--- config.mk ---
export PLATFORM = sky130hd
export DESIGN_NAME = ts_tracklet_cntr_bank_flat
export DESIGN_NICKNAME = d
export VERILOG_FILES = /design/src/rtl/ts_tracklet_pkg.sv /design/src/rtl/ts_tracklet_cntr_bank_if.sv /design/src/rtl/ts_tracklet_chan_cntr.sv /design/src/rtl/ts_tracklet_cntr_bank.sv /design/src/flat_wrapper.sv
export SDC_FILE = /design/constraint.sdc
export NUM_CORES = 1
export LEC_CHECK = 0
export ABC_AREA = 1
export BUFFER_PORTS_ARGS = -buffer_cell sky130_fd_sc_hd__buf_2
export CELL_PAD_IN_SITES_DETAIL_PLACEMENT = 1
export CELL_PAD_IN_SITES_GLOBAL_PLACEMENT = 2
export CORE_MARGIN = 2
export CORE_UTILIZATION = 30
export DETAILED_ROUTE_END_ITERATION = 16
export PLACE_DENSITY_LB_ADDON = 0.1
export REMOVE_ABC_BUFFERS = 1
export SETUP_SLACK_MARGIN = 0.15
export SLEW_MARGIN = 20
export SYNTH_ARGS = -nofsm -noshare
export SYNTH_HDL_FRONTEND = slang
export SYNTH_HIERARCHICAL = 1
export SYNTH_SLANG_ARGS = --single-unit
--- constraint.sdc ---
create_clock -name clk -period 3.1 [get_ports clk]
set_clock_uncertainty 0.15 [all_clocks]
set_input_delay 0 -clock clk [delete_from_list [all_inputs] [get_ports clk]]
set_output_delay 0 -clock clk [all_outputs]
set_load 0.01 [all_outputs]
--- src/rtl/ts_tracklet_pkg.sv ---
// Shared constants and helpers for the tracklet counter bank.
package ts_tracklet_pkg;

  localparam int CNT_BITS_DEF = 6;
  localparam int NCHAN_MAX    = 16;

  // Low bit of channel ch's field in a vector that packs w-bit fields, channel 0 in the LSBs.
  function automatic int slice_lo(input int ch, input int w);
    return ch * w;
  endfunction

endpackage

--- src/rtl/ts_tracklet_cntr_bank_if.sv ---
// Strobe, control and snapshot bus of the tracklet counter bank.
interface ts_tracklet_cntr_bank_if
  import ts_tracklet_pkg::*;
#(
  parameter int NCHAN    = 4,
  parameter int CNT_BITS = CNT_BITS_DEF,
  parameter int TOT_BITS = CNT_BITS + $clog2(NCHAN)
) ();

  logic                      clr;
  logic                      bx_start;
  logic [NCHAN-1:0]          x_valid;
  logic [NCHAN-1:0]          z_valid;
  logic [NCHAN*CNT_BITS-1:0] cnt;
  logic [NCHAN*CNT_BITS-1:0] snap_cnt;
  logic [NCHAN-1:0]          snap_ovf;
  logic [TOT_BITS-1:0]       snap_tot;
  logic                      snap_valid;

  modport master (
    output clr, bx_start, x_valid, z_valid,
    input  cnt, snap_cnt, snap_ovf, snap_tot, snap_valid
  );

  modport slave (
    input  clr, bx_start, x_valid, z_valid,
    output cnt, snap_cnt, snap_ovf, snap_tot, snap_valid
  );

endinterface

--- src/rtl/ts_tracklet_chan_cntr.sv ---
// One channel: live tracklet counter, sticky overflow flag and crossing snapshot.
// TRACKLET_CNT_SAT_EN selects saturating counters; otherwise they wrap.
module ts_tracklet_chan_cntr #(
  parameter int CNT_BITS = 6
) (
  input  logic                clk,
  input  logic                rst_n,
  input  logic                clr,
  input  logic                bx_start,
  input  logic                inc,
  output logic [CNT_BITS-1:0] cnt,
  output logic [CNT_BITS-1:0] snap_cnt,
  output logic                snap_ovf
);

  logic ovf;

  function automatic logic [CNT_BITS-1:0] cnt_next(input logic [CNT_BITS-1:0] v);
`ifdef TRACKLET_CNT_SAT_EN
    if (&v) return v;
`endif
    return v + CNT_BITS'(1);
  endfunction

  always_ff @(posedge clk or negedge rst_n) begin
    if (!rst_n) begin
      cnt      <= '0;
      ovf      <= 1'b0;
      snap_cnt <= '0;
      snap_ovf <= 1'b0;
    end else if (clr) begin
      cnt <= '0;
      ovf <= 1'b0;
    end else if (bx_start) begin
      // The boundary-cycle tracklet opens the new crossing.
      snap_cnt <= cnt;
      snap_ovf <= ovf;
      cnt      <= CNT_BITS'(inc);
      ovf      <= 1'b0;
    end else if (inc) begin
      cnt <= cnt_next(cnt);
      ovf <= ovf | (&cnt);
    end
  end

endmodule

--- src/rtl/ts_tracklet_cntr_bank.sv ---
// Tracklet counter bank: NCHAN channel counters plus registered snapshot total.
// Build option TRACKLET_CNT_SAT_EN (saturating counters) lives in ts_tracklet_chan_cntr.
module ts_tracklet_cntr_bank
  import ts_tracklet_pkg::*;
#(
  parameter int NCHAN    = 4,
  parameter int CNT_BITS = CNT_BITS_DEF,
  parameter int TOT_BITS = CNT_BITS + $clog2(NCHAN)
) (
  input logic                    clk,
  input logic                    rst_n,
  ts_tracklet_cntr_bank_if.slave bus
);

  logic [NCHAN*CNT_BITS-1:0] cnt_all;
  logic [NCHAN*CNT_BITS-1:0] snap_cnt_all;
  logic [NCHAN-1:0]          snap_ovf_all;
  logic                      vld_p0;
  logic                      vld_p1;
  logic [TOT_BITS-1:0]       tot_sum_p1;
  logic [TOT_BITS-1:0]       snap_tot_p2;
  logic                      vld_p2;

  // Stage p0 -> p1: per-channel counters and snapshot capture
  for (genvar g = 0; g < NCHAN; g++) begin : g_chan
    ts_tracklet_chan_cntr #(.CNT_BITS(CNT_BITS)) u_chan (
      .clk      (clk),
      .rst_n    (rst_n),
      .clr      (bus.clr),
      .bx_start (bus.bx_start),
      .inc      (bus.x_valid[g] & bus.z_valid[g]),
      .cnt      (cnt_all[slice_lo(g, CNT_BITS) +: CNT_BITS]),
      .snap_cnt (snap_cnt_all[slice_lo(g, CNT_BITS) +: CNT_BITS]),
      .snap_ovf (snap_ovf_all[g])
    );
  end

  assign vld_p0 = bus.bx_start & ~bus.clr;

  always_ff @(posedge clk or negedge rst_n) begin
    if (!rst_n) vld_p1 <= 1'b0;
    else        vld_p1 <= vld_p0;
  end

  // Stage p1 -> p2: total of the freshly captured snapshot
  always_comb begin
    tot_sum_p1 = '0;
    for (int i = 0; i < NCHAN; i++)
      tot_sum_p1 = tot_sum_p1 + TOT_BITS'(snap_cnt_all[slice_lo(i, CNT_BITS) +: CNT_BITS]);
  end

  always_ff @(posedge clk or negedge rst_n) begin
    if (!rst_n) begin
      snap_tot_p2 <= '0;
      vld_p2      <= 1'b0;
    end else begin
      vld_p2 <= vld_p1;
      if (vld_p1) snap_tot_p2 <= tot_sum_p1;
    end
  end

  assign bus.cnt        = cnt_all;
  assign bus.snap_cnt   = snap_cnt_all;
  assign bus.snap_ovf   = snap_ovf_all;
  assign bus.snap_tot   = snap_tot_p2;
  assign bus.snap_valid = vld_p2;

endmodule

--- src/flat_wrapper.sv ---
// flat-port wrapper written by rule: the top's interface ports become plain ports
module ts_tracklet_cntr_bank_flat import ts_tracklet_pkg::*;
#(
  parameter int NCHAN    = 4,
  parameter int CNT_BITS = CNT_BITS_DEF,
  parameter int TOT_BITS = CNT_BITS + $clog2(NCHAN)
)
  (clk, rst_n, bus_clr, bus_bx_start, bus_x_valid, bus_z_valid, bus_cnt, bus_snap_cnt, bus_snap_ovf, bus_snap_tot, bus_snap_valid);
  ts_tracklet_cntr_bank_if #(.NCHAN(NCHAN), .CNT_BITS(CNT_BITS), .TOT_BITS(TOT_BITS)) bus_i ();
  input logic clk;
  input logic rst_n;
  input wire logic [$bits(bus_i.clr)-1:0] bus_clr;
  input wire logic [$bits(bus_i.bx_start)-1:0] bus_bx_start;
  input wire logic [$bits(bus_i.x_valid)-1:0] bus_x_valid;
  input wire logic [$bits(bus_i.z_valid)-1:0] bus_z_valid;
  output wire logic [$bits(bus_i.cnt)-1:0] bus_cnt;
  output wire logic [$bits(bus_i.snap_cnt)-1:0] bus_snap_cnt;
  output wire logic [$bits(bus_i.snap_ovf)-1:0] bus_snap_ovf;
  output wire logic [$bits(bus_i.snap_tot)-1:0] bus_snap_tot;
  output wire logic [$bits(bus_i.snap_valid)-1:0] bus_snap_valid;
  assign bus_i.clr = bus_clr;
  assign bus_i.bx_start = bus_bx_start;
  assign bus_i.x_valid = bus_x_valid;
  assign bus_i.z_valid = bus_z_valid;
  assign bus_cnt = bus_i.cnt;
  assign bus_snap_cnt = bus_i.snap_cnt;
  assign bus_snap_ovf = bus_i.snap_ovf;
  assign bus_snap_tot = bus_i.snap_tot;
  assign bus_snap_valid = bus_i.snap_valid;
  ts_tracklet_cntr_bank #(.NCHAN(NCHAN), .CNT_BITS(CNT_BITS), .TOT_BITS(TOT_BITS)) u_core (.clk(clk), .rst_n(rst_n), .bus(bus_i));
endmodule
==> results by group, run 1 <==
Power
  • Peak supply drop: about 0.28 mV
  • Proportion of power drawn by flip-flops and latches: between 40% and 50%
  • Leakage power summed over all cells: ~0.0022 uW
  • Cell-internal power: ~1600 uW
  • Switching share of power: approximately 23%
  • Power density over the cells: roughly 470 nW/um^2
  • Combinational cell fraction of total power: between 6 and 7%
  • Switching power summed over all nets: approximately 470 uW
  • Clock power share: between 40% and 50%

Cells and area
  • Nets@finish: 519
  • Filler-free cell count of the finished design: roughly 630
  • Layout overhead on the synthesized area: 27.8%
  • Diodes inserted: 0
  • Filler instances: between 1000 and 1500
  • Fraction of final layout cells sized beyond drive strength 1: 23.9%
  • Post-route cell area: between 4000 and 5000 um^2

Floorplanning
  • Die span in y: 111 um
  • I/O pin count: 73
  • Initial cell density of the core: between 30% and 40%
  • Placeable Area: 11000 um^2
  • Total Die Area: approximately 12000 um^2
  • Cell row count: 38
  • Die width: about 110 um

Critical path
  • Required arrival time at the worst endpoint: between 3 and 4 ns
  • Type of origin of the critical path: register
  • RR Endpoint: u_core/bus.snap_tot[5]
  • Critical path startpoint: u_core/g_chan[0].u_chan/snap_cnt[1]
  • Worst Setup End Kind: register
  • Launch instance of the worst register-to-register path: u_core/g_chan[0].u_chan/snap_cnt[1]
  • Worst-case reg-to-reg path depth: 11
  • Arr. time, crit path: between 2 and 3 ns
  • Register-to-register path setup slack: roughly 0.29 ns
  • Max FO, Critical Path: 3
  • Path type of the worst setup path: register to register

Clocking
  • Clock Sink Count: 66
  • CTS clk-pin slew, worst paths: approximately 0.050 ns
  • Clk_lat worst skew: around 0.33 ns
  • Clock tree root buffer cell: sky130_fd_sc_hd__clkbuf_16
  • H-tree depth: 3
  • Clock buffer count from CTS: 9
  • Number of buffers on the longest clock path: 2
  • TritonCTS clock tree: built

Route
  • Routed wirelength normalized by instance count: 14.1 um
  • Number of vias per cell after detailed routing: 4.43
  • Detailed Routing Iterations Pass 1: 6
  • Antenna viol nets, final: 0
  • Remaining design rule violation count: 0
  • Detailed Route Iter0 Violations: 50
  • Total Wirelength: ~8.9 mm
  • Count of vias placed by the detailed router: approximately 2800

Synthesis
  • Flip-flop cell with the highest count after synthesis: sky130_fd_sc_hd__dfrtp_1
  • Asr flop ratio synth: 100%
  • Synthesized cell area: 3410 um^2
  • Avg Synthesized Cell Area: between 8 and 9 um^2
  • Number of enable flip-flop cells after synthesis: 0
  • Register area share after synthesis: roughly 48%
  • Number of cells produced by synthesis: just under 400
  • Yosys reg bits: between 60 and 70
  • Count of distinct cell types in the synthesized netlist: 21
  • Ys Warns: 6

Place
  • Placed cell count: between 600 and 700
  • Estimated wirelength of the detail-placed design: ~6.9 mm
  • Port-buffer cells: 72
  • Placed Instance Area: approximately 3900 um^2
  • Final estimated routing congestion in global placement: a little under 0.8

Global route
  • Overall routing resource usage: 15.2%
  • Number of global-route vias before repair: ~2900
  • Initial antenna violation count: 0
  • GRT overflow: 0
  • Largest net degree at the start of global routing: between 40 and 50
  • First-pass GRT wire length: 14.8 mm

Timing
  • Number of max-slew violations in the final report: 0
  • Slew @ Worst Pin: between 0.5 and 0.6 ns
  • Setup repair after global routing missed its margin: no
  • Setup violations, final: 0
  • Final-report hold violation count: 0
  • Sum of negative setup slack: 0 ns
  • Hold_ws: between 0.01 and 0.015 ns
  • Rel. slew slack: around 60%
  • Max frequency: 356 MHz
  • Final min period: roughly 2.8 ns
  • Share of the cycle needed by the critical path after routing: between 90% and 100%

Min path
  • Hold_sp: bus_bx_start
  • Endpoint, Worst Hold: u_core/g_chan[3].u_chan/cnt[0]
  • Worst hold path cell count: 3
  • Class of the tightest hold or removal check: primary input to register

Flow run
  • Max Cap Violations: 0

Status
  • Result of the run: complete, no violations
## sequential cells by signal, summed over array words and instances (netlist names)
register,flops
u_core/g_chan.u_chan/cnt,24
u_core/g_chan.u_chan/snap_cnt,24
u_core/bus.snap_tot,8
u_core/g_chan.u_chan/ovf,4
u_core/g_chan.u_chan/snap_ovf,4
u_core/bus.snap_valid,1
u_core/vld_p1,1
## critical path, cell delays in order, from the launching register on
cell and delay, ns:
sky130_fd_sc_hd__dfrtp_1 0.34, sky130_fd_sc_hd__inv_1 0.06, sky130_fd_sc_hd__fa_1 0.53, sky130_fd_sc_hd__inv_1 0.06
sky130_fd_sc_hd__fa_1 0.53, sky130_fd_sc_hd__ha_2 0.20, sky130_fd_sc_hd__inv_1 0.06, sky130_fd_sc_hd__fa_1 0.37
sky130_fd_sc_hd__inv_2 0.08, sky130_fd_sc_hd__nand3_2 0.08, sky130_fd_sc_hd__a21oi_2 0.16, sky130_fd_sc_hd__o21ai_1 0.08
## worst max path at each step
stage,to,slack (ns),depth (start not counted)
floorplan,u_core/bus.snap_tot[5],0.31,11
detailed placement,u_core/bus.snap_tot[5],0.13,11
global route,u_core/bus.snap_tot[5],0.16,12
finish,u_core/bus.snap_tot[5],0.29,11
global placement,u_core/bus.snap_tot[5],0.24,11
CTS,u_core/bus.snap_tot[5],0.15,12
## area by class of cell
type	count	area, um^2	area share [%]
clock buffers	11	243	5.57
clock inverters	5	53.8	1.23
inverters	84	315	7.23
multi-input cells	237	1430	32.8
flip-flops and latches	66	1650	37.9
well taps	140	175	4.02
repair buffers	86	493	11.3
## timing repair
action / CTS / global route
pin swaps: 0 / 1
hold buffers: 11 / 0
endpoints found under the hold margin: 79 / 0
buffers inserted: 0 / 1
resized for setup: 2 / 3
setup endpoints to repair: 1 / 3
## cells in the final DEF (no fill, tap or decap), drive strengths merged, types with 12 or more instances in the layout
cell type / count
nor3: 12
inv: 84
buf: 75
nand3: 12
nand2: 96
o21ai: 31
fa: 12
nor2: 20
a21oi: 25
dfrtp: 66
## kinds of logic (layout without fill, tap and decap cells)
logic type / Yosys count / count (layout) / synth area share, %
simple gates: 146 / 146 / 18.8
buf+inv: 89 / 186 / 10.0
flops: 66 / 66 / 48.4
compound gates: 60 / 60 / 9.09
fa+ha+maj: 23 / 23 / 11.1
mux: 8 / 8 / 2.64
## cell usage after synthesis, types with 4 or more instances
cell,n,area (um^2)
sky130_fd_sc_hd__nor3_1,8,40.0
sky130_fd_sc_hd__nand2_1,91,342
sky130_fd_sc_hd__mux2_2,8,90.1
sky130_fd_sc_hd__fa_1,12,240
sky130_fd_sc_hd__nand3_1,11,55.1
sky130_fd_sc_hd__dfrtp_1,66,1650
sky130_fd_sc_hd__nor3_2,4,40.0
sky130_fd_sc_hd__buf_2,4,20.0
sky130_fd_sc_hd__a21oi_1,25,125
sky130_fd_sc_hd__inv_1,84,315
sky130_fd_sc_hd__nand4_1,5,31.3
sky130_fd_sc_hd__o211ai_1,4,30.0
sky130_fd_sc_hd__nor2_1,16,60.1
sky130_fd_sc_hd__nor2_2,4,25.0
sky130_fd_sc_hd__ha_1,11,138
sky130_fd_sc_hd__o21ai_0,28,140
sky130_fd_sc_hd__nand2_2,5,31.3
## stage by stage
step                      worst slack (ns)  util (%)  total power [uW]
after detailed placement             0.128      35.8              1040
after floorplan                      0.315         -               967
after CTS                            0.154      39.6              2090
after global placement               0.245      35.8              1040
after global routing                 0.158      39.7              2130
final                                0.289      39.7              2040
## power groups by stage
stage | registers [uW] | clock network, uW | logic, uW
floorplan | 915 | 0 | 52.7
detailed placement | 910 | 0 | 132
global placement | 909 | 0 | 130
CTS | 894 | 1050 | 143
finish | 894 | 1010 | 139
global route | 896 | 1080 | 160
## metal layers
metal,vias to the layer above,wire [um],share of wire [%],GRT usage (%)
li1,1407,-,-,-
met1,1314,4250,48,20.1
met2,48,4070,46,23.7
met3,15,399,4.5,4.48
met4,0,163,1.8,5.42
met5,-,0,0,0
Power figures use the tool's default switching activity.
==> inputs of run 2 (changes only) <==
--- a/config.mk
+++ b/config.mk
@@ -10,7 +10,7 @@
 export CELL_PAD_IN_SITES_DETAIL_PLACEMENT = 1
 export CELL_PAD_IN_SITES_GLOBAL_PLACEMENT = 2
 export CORE_MARGIN = 2
-export CORE_UTILIZATION = 30
+export CORE_UTILIZATION = 32
 export DETAILED_ROUTE_END_ITERATION = 16
 export PLACE_DENSITY_LB_ADDON = 0.1
 export REMOVE_ABC_BUFFERS = 1
==> run 2 against run 1 <==
Against the previous run:
- sequential cell count unchanged
- sequential power about the same
- via count up 0.83%
- largest power group is now sequential cells
==> results by group, run 2 (synthesized netlist as in run 1, its figures left out) <==
Route
  • Total Wirelength: 8.73 mm (was 8.88 mm)
  • Count of vias placed by the detailed router: 2807 (was 2784)
  • Routed wirelength normalized by instance count: 14.0 um (was 14.1 um)
  • Antenna viol nets, final: 0 (unchanged)
  • Remaining design rule violation count: 0 (unchanged)
  • Detailed Routing Iterations Pass 1: 4 (was 6)
  • Number of vias per cell after detailed routing: 4.50 (was 4.43)
  • Detailed Route Iter0 Violations: 51 (was 50)

Critical path
  • Arr. time, crit path: 2.85 ns (was 2.87 ns)
  • Critical Path Sink: u_core/bus.snap_tot[5] (unchanged)
  • Type of origin of the critical path: register (unchanged)
  • Maximum single-stage delay on the critical path: 0.53 ns (about the same)
  • Required arrival time at the worst endpoint: 3.23 ns (was 3.16 ns)
  • RR Endpoint: u_core/bus.snap_tot[5] (unchanged)
  • Register-to-register path setup slack: 0.38 ns (was 0.29 ns)
  • Path type of the worst setup path: register to register (unchanged)
  • Worst-case reg-to-reg path depth: 12 (was 11)
  • CP cell instances: inv_1 > fa_1 > inv_1 > fa_1 > ha_2 > inv_1 > fa_2 > inv_2 > nand3_2 > nand2_1 > o21ai_0 > o21ai_1 (was inv_1 > fa_1 > inv_1 > fa_1 > ha_2 > inv_1 > fa_1 > inv_2 > nand3_2 > a21oi_2 > o21ai_1)
  • Worst Setup End Kind: register (unchanged)
  • Critical path startpoint: u_core/g_chan[0].u_chan/snap_cnt[1] (unchanged)
  • Max FO, Critical Path: 3 (unchanged)
  • Most Frequent Cell on Critical Path: sky130_fd_sc_hd__inv_1
  • Worst-path cell with the longest stage delay: sky130_fd_sc_hd__fa_1 (unchanged)
  • Launch instance of the worst register-to-register path: u_core/g_chan[0].u_chan/snap_cnt[1] (unchanged)

Clocking
  • Number of buffers on the longest clock path: 2 (unchanged)
  • Clock Sink Count: 66 (unchanged)
  • TritonCTS clock tree: built (unchanged)
  • Clock buffer count from CTS: 9 (unchanged)
  • Clk_lat worst skew: 0.34 ns (was 0.33 ns)
  • Clock tree root buffer cell: sky130_fd_sc_hd__clkbuf_8 (was sky130_fd_sc_hd__clkbuf_16)
  • CTS clk-pin slew, worst paths: 0.08 ns (was 0.05 ns)
  • H-tree depth: 3 (unchanged)

Timing
  • Sum of negative setup slack: 0 ns (unchanged)
  • Setup repair after global routing missed its margin: no (unchanged)
  • Final min period: 2.72 ns (was 2.81 ns)
  • Setup violations, final: 0 (unchanged)
  • Max frequency: 368 MHz (was 356 MHz)
  • Setup ws final: 0.380 ns (was 0.289 ns)
  • Share of the cycle needed by the critical path after routing: 87.7% (was 90.7%)
  • Final-report hold violation count: 0 (unchanged)
  • Rel. slew slack: 60.3% (was 61.6%)
  • Slew @ Worst Pin: 0.595 ns (was 0.575 ns)
  • Number of max-slew violations in the final report: 0 (unchanged)
  • Hold_ws: 0.0209 ns (was 0.0118 ns)

Place
  • Port-buffer cells: 72 (unchanged)
  • Estimated wirelength of the detail-placed design: 6.68 mm (was 6.87 mm)
  • Placed cell count: 597 (was 601)
  • Pre-CTS setup slack: 0.210 ns (was 0.128 ns)
  • Final estimated routing congestion in global placement: 0.777 (about the same)

Min path
  • Worst hold path cell count: 3 (unchanged)
  • Class of the tightest hold or removal check: primary input to register (unchanged)
  • Hold_sp: bus_bx_start (unchanged)

Global route
  • First-pass GRT wire length: 14.7 mm (was 14.8 mm)
  • Largest net degree at the start of global routing: 27 (was 43)
  • Initial antenna violation count: 0 (unchanged)
  • Overall routing resource usage: 16.5% (was 15.2%)
  • GRT overflow: 0 (unchanged)
  • Number of global-route vias before repair: 2931 (was 2861)

Cells and area
  • Filler-free cell count of the finished design: 624 (was 629)
  • Nets@finish: 519 (unchanged)
  • Most frequent cells in the layout: sky130_fd_sc_hd__nand2_1 (91), sky130_fd_sc_hd__inv_1 (83), sky130_fd_sc_hd__buf_2 (72) (unchanged)
  • Area occupied by multi-input gates: 1430 um^2 (about the same)
  • Sequential Area: 1650 um^2 (unchanged)
  • Leading cell type in the layout, fill and taps excluded: sky130_fd_sc_hd__nand2_1 (unchanged)
  • Layout overhead on the synthesized area: 25.0% (was 27.8%)
  • Filler instances: 1241 (was 1313)
  • Fraction of final layout cells sized beyond drive strength 1: 24.0% (was 23.9%)
  • Diodes inserted: 0 (unchanged)

Floorplanning
  • Die width: 107 um (was 111 um)
  • Total Die Area: 11500 um^2 (was 12200 um^2)
  • I/O pin count: 73 (unchanged)
  • Die span in y: 107 um (was 111 um)
  • Initial cell density of the core: 33.1% (was 31.1%)
  • Cell row count: 37 (was 38)
  • Placeable Area: 10300 um^2 (was 11000 um^2)

Power
  • Peak supply drop: 0.166 mV (was 0.282 mV)
  • Power density over the cells: 421 nW/um^2 (was 469 nW/um^2)
  • Leakage power summed over all cells: 0.00219 uW (was 0.00224 uW)

Flow run
  • Max Cap Violations: 0 (unchanged)

Status
  • Result of the run: complete, no violations (unchanged)
## run 2: cell type report
cell class | instances | area share [%]
flip-flops and latches | 66 | 38.7
multi-input cells | 237 | 33.6
repair buffers | 86 | 11.6
inverters | 84 | 7.39
well taps | 136 | 3.99
clock buffers | 13 | 3.96
clock inverters | 2 | 0.821
## run 2: metrics by stage
step	utilization [%]	power [uW]	instance area (um^2)
2_1_floorplan	-	967	3390
3_3_place_gp	38.1	1040	3930
3_5_place_dp	38.1	1040	3930
4_1_cts	41.1	1830	4250
5_1_grt	41.3	1890	4270
6_report	41.3	1800	4270
## run 2: routing by layer
metal  GRT usage [%]  share of wire, %
met1            22.6                48
met5               0                 0
met2            25.8                46
met3            4.60               4.7
met4            4.17              0.92
## run 2: power by group
part | internal [uW] | switching [uW] | leakage [uW] | total (uW)
sequential | 878 | 14.9 | 0.000913 | 893
combinational | 48.4 | 88.6 | 0.00117 | 137
clock | 433 | 334 | 0.000106 | 766
total | 1360 | 437 | 0.00219 | 1800
## run 2: how the worst min path moves through the flow
stage	end	slack, ns
after floorplan	u_core/bus.snap_tot[0]	-0.45
after global placement	u_core/g_chan[3].u_chan/snap_ovf	-0.11
after detailed placement	u_core/g_chan[3].u_chan/snap_ovf	-0.11
after CTS	u_core/g_chan[3].u_chan/cnt[0]	0.02
after global routing	u_core/g_chan[3].u_chan/cnt[0]	0.04
final	u_core/g_chan[2].u_chan/cnt[0]	0.02
## run 2: timing repair
item | 4_1_cts | 5_1_grt
hold buffers | 11 | 0
setup endpoints to repair | 0 | 2
resized for setup | 0 | 6
endpoints found under the hold margin | 38 | 0
setup buffers | 0 | 1
## run 2: critical path: cells and delay by family, from the launching register on
family          cells  cell delay, ns
simple gates        2            0.16
compound gates      2            0.19
flops               1            0.36
fa+ha+maj           4            1.56
buf+inv             4            0.24
==> inputs of run 3 (changes only) <==
--- a/config.mk
+++ b/config.mk
@@ -6,7 +6,7 @@
 export NUM_CORES = 1
 export LEC_CHECK = 0
 export ABC_AREA = 1
-export BUFFER_PORTS_ARGS = -buffer_cell sky130_fd_sc_hd__buf_2
+export BUFFER_PORTS_ARGS = -buffer_cell sky130_fd_sc_hd__buf_4
 export CELL_PAD_IN_SITES_DETAIL_PLACEMENT = 1
 export CELL_PAD_IN_SITES_GLOBAL_PLACEMENT = 2
 export CORE_MARGIN = 2
==> run 3 against run 2 <==
Against the previous run:
- worst hold slack improved by 0.14 ns
- sequential share of layout area down 1.4 points
- design area up 3.8%
- clock power shrank 5.5%
- highest routed layer unchanged
- maximum frequency is 1.5% lower
==> results by group, run 3 (synthesized netlist as in run 1, its figures left out) <==
Timing
  • Final-report hold violation count: 0 (unchanged)
  • Final min period: 2.76 ns (was 2.72 ns)
  • Setup ws final: 0.339 ns (was 0.380 ns)
  • Share of the cycle needed by the critical path after routing: 89.1% (was 87.7%)
  • Max frequency: 362 MHz (was 368 MHz)
  • Rel. slew slack: 43.4% (was 60.3%)
  • Sum of negative setup slack: 0 ns (unchanged)
  • Setup repair after global routing missed its margin: no (unchanged)
  • Slew @ Worst Pin: 0.850 ns (was 0.595 ns)
  • Setup violations, final: 0 (unchanged)
  • Number of max-slew violations in the final report: 0 (unchanged)

Clocking
  • H-tree depth: 3 (unchanged)
  • TritonCTS clock tree: built (unchanged)
  • Clock tree root buffer cell: sky130_fd_sc_hd__clkbuf_8 (unchanged)
  • Clk_lat worst skew: 0.33 ns (was 0.34 ns)
  • CTS clk-pin slew, worst paths: 0.07 ns (was 0.08 ns)
  • Number of buffers on the longest clock path: 2 (unchanged)
  • Clock buffer count from CTS: 9 (unchanged)
  • Clock Sink Count: 66 (unchanged)

Cells and area
  • Layout overhead on the synthesized area: 29.8% (was 25.0%)
  • Nets@finish: 518 (was 519)
  • Filler-free cell count of the finished design: 622 (was 624)
  • Post-route core utilization: 42.9% (was 41.3%)
  • Diodes inserted: 0 (unchanged)
  • Fraction of final layout cells sized beyond drive strength 1: 23.7% (was 24.0%)
  • Leading cell type in the layout, fill and taps excluded: sky130_fd_sc_hd__nand2_1 (unchanged)
  • Most frequent cells in the layout: sky130_fd_sc_hd__nand2_1 (91), sky130_fd_sc_hd__inv_1 (83), sky130_fd_sc_hd__buf_4 (73) (was sky130_fd_sc_hd__nand2_1 (91), sky130_fd_sc_hd__inv_1 (83), sky130_fd_sc_hd__buf_2 (72))
  • Post-route cell area: 4430 um^2 (was 4270 um^2)
  • Filler instances: 1264 (was 1241)

Route
  • Remaining design rule violation count: 0 (unchanged)
  • Count of vias placed by the detailed router: 2820 (was 2807)
  • Antenna viol nets, final: 0 (unchanged)
  • Detailed Routing Iterations Pass 1: 4 (unchanged)
  • Total Wirelength: 8.62 mm (was 8.73 mm)
  • Routed wirelength normalized by instance count: 13.9 um (was 14.0 um)
  • Detailed Route Iter0 Violations: 38 (was 51)
  • Number of vias per cell after detailed routing: 4.53 (was 4.50)

Power
  • Clock power share: 41.0% (was 42.7%)
  • Cell-internal power: 1340 uW (was 1360 uW)
  • Switching power summed over all nets: 423 uW (was 437 uW)
  • Switching share of power: 24.0% (was 24.4%)
  • Proportion of power drawn by flip-flops and latches: 50.6% (was 49.7%)
  • Power density over the cells: 399 nW/um^2 (was 421 nW/um^2)
  • Leakage power summed over all cells: 0.00219 uW (about the same)
  • Combinational cell fraction of total power: 8.5% (was 7.6%)
  • Peak supply drop: 0.222 mV (was 0.166 mV)

Critical path
  • Cell class contributing the biggest share of worst-path delay: adder cells (unchanged)
  • Worst Setup End Kind: register (unchanged)
  • Most Frequent Cell on Critical Path: sky130_fd_sc_hd__inv_1 (unchanged)
  • Arr. time, crit path: 2.83 ns (was 2.85 ns)
  • Max FO, Critical Path: 3 (unchanged)
  • Worst-path cell with the longest stage delay: sky130_fd_sc_hd__fa_1 (unchanged)
  • Total buffers and inverters traversed by the critical path: 4 (unchanged)
  • Required arrival time at the worst endpoint: 3.17 ns (was 3.23 ns)
  • Type of origin of the critical path: register (unchanged)
  • Maximum single-stage delay on the critical path: 0.53 ns (about the same)
  • Path type of the worst setup path: register to register (unchanged)
  • CP cell instances: inv_1 > fa_1 > inv_1 > fa_1 > ha_2 > inv_1 > fa_2 > inv_2 > nand3_2 > a21oi_2 > o21ai_1 (was inv_1 > fa_1 > inv_1 > fa_1 > ha_2 > inv_1 > fa_2 > inv_2 > nand3_2 > nand2_1 > o21ai_0 > o21ai_1)

Place
  • Estimated wirelength of the detail-placed design: 6.65 mm (was 6.68 mm)
  • Port-buffer cells: 72 (unchanged)
  • Pre-CTS setup slack: 0.175 ns (was 0.210 ns)
  • Placed cell count: 595 (was 597)
  • Final estimated routing congestion in global placement: 0.797 (was 0.777)
  • Placed Instance Area: 4100 um^2 (was 3930 um^2)

Status
  • Result of the run: complete, no violations (unchanged)

Global route
  • Largest net degree at the start of global routing: 67 (was 27)
  • Overall routing resource usage: 16.1% (was 16.5%)
  • First-pass GRT wire length: 14.3 mm (was 14.7 mm)
  • Initial antenna violation count: 0 (unchanged)
  • Number of global-route vias before repair: 2852 (was 2931)
  • GRT overflow: 0 (unchanged)

Floorplanning
  • Die span in y: 107 um (unchanged)
  • Total Die Area: 11500 um^2 (unchanged)
  • Cell row count: 37 (unchanged)
  • Initial cell density of the core: 33.1% (unchanged)
  • Die width: 107 um (unchanged)
  • I/O pin count: 73 (unchanged)
  • Placeable Area: 10300 um^2 (unchanged)

Min path
  • Class of the tightest hold or removal check: primary input to async pin (was primary input to register)

Flow run
  • Max Cap Violations: 0 (unchanged)
==> run 3: path summary, 6_finish.rpt <==
path                                                        to  slack, ns  depth (start not counted)                                 from
max reg2reg                             u_core/bus.snap_tot[5]       0.34                         11  u_core/g_chan[0].u_chan/snap_cnt[1]
max in group asynchronous  u_core/g_chan[2].u_chan/snap_cnt[2]       2.08                          2                                rst_n
min                                u_core/g_chan[3].u_chan/ovf       0.16                          2                                rst_n
max                                     u_core/bus.snap_tot[5]       0.34                         11  u_core/g_chan[0].u_chan/snap_cnt[1]
min in group clk                        u_core/bus.snap_tot[1]       0.32                          2               u_core/bus.snap_tot[1]
min reg2reg                             u_core/bus.snap_tot[1]       0.32                          2               u_core/bus.snap_tot[1]
==> run 3: final cells by class <==
type                            instances  area, um^2  share of cell area (%)
Clock buffer                           11         151                    3.42
Clock inverter                          3        40.0                   0.904
Inverter                               84         315                    7.12
Multi-Input combinational cell        237        1430                    32.3
Sequential cell                        66        1650                    37.3
Tap cell                              136         170                    3.84
Timing Repair Buffer                   85         668                    15.1
==> run 3: per-stage QoR <==
step                      total power [uW]  hold slack, ns
after floorplan                        967          -0.446
after global placement                1050          0.0308
after detailed placement              1050          0.0339
after CTS                             1800           0.200
after global routing                  1860           0.243
final                                 1770           0.163
==> run 3: power by group through the flow <==
stage	clock network [uW]	registers [uW]	logic [uW]
after global routing	795	895	170
final	724	893	149
after floorplan	0	915	52.7
after detailed placement	0	910	141
after CTS	751	894	153
after global placement	0	910	140
==> run 3: timing repair <==
item,CTS,global route
gates resized for setup,0,6
setup buffers,0,1
endpoints found under the setup margin,0,2
hold endpoints to repair,83,0
hold buffers,12,0
==> run 3: metal layers <==
metal / share of wire (%) / track usage [%] / routed length (um) / vias to the layer above
met3: 4.6 / 3.87 / 400 / 13
met5: 0 / 0 / 0 / -
met1: 47 / 22.0 / 4040 / 1359
met4: 1.9 / 6.40 / 164 / 0
li1: - / - / - / 1401
met2: 47 / 24.5 / 4010 / 47
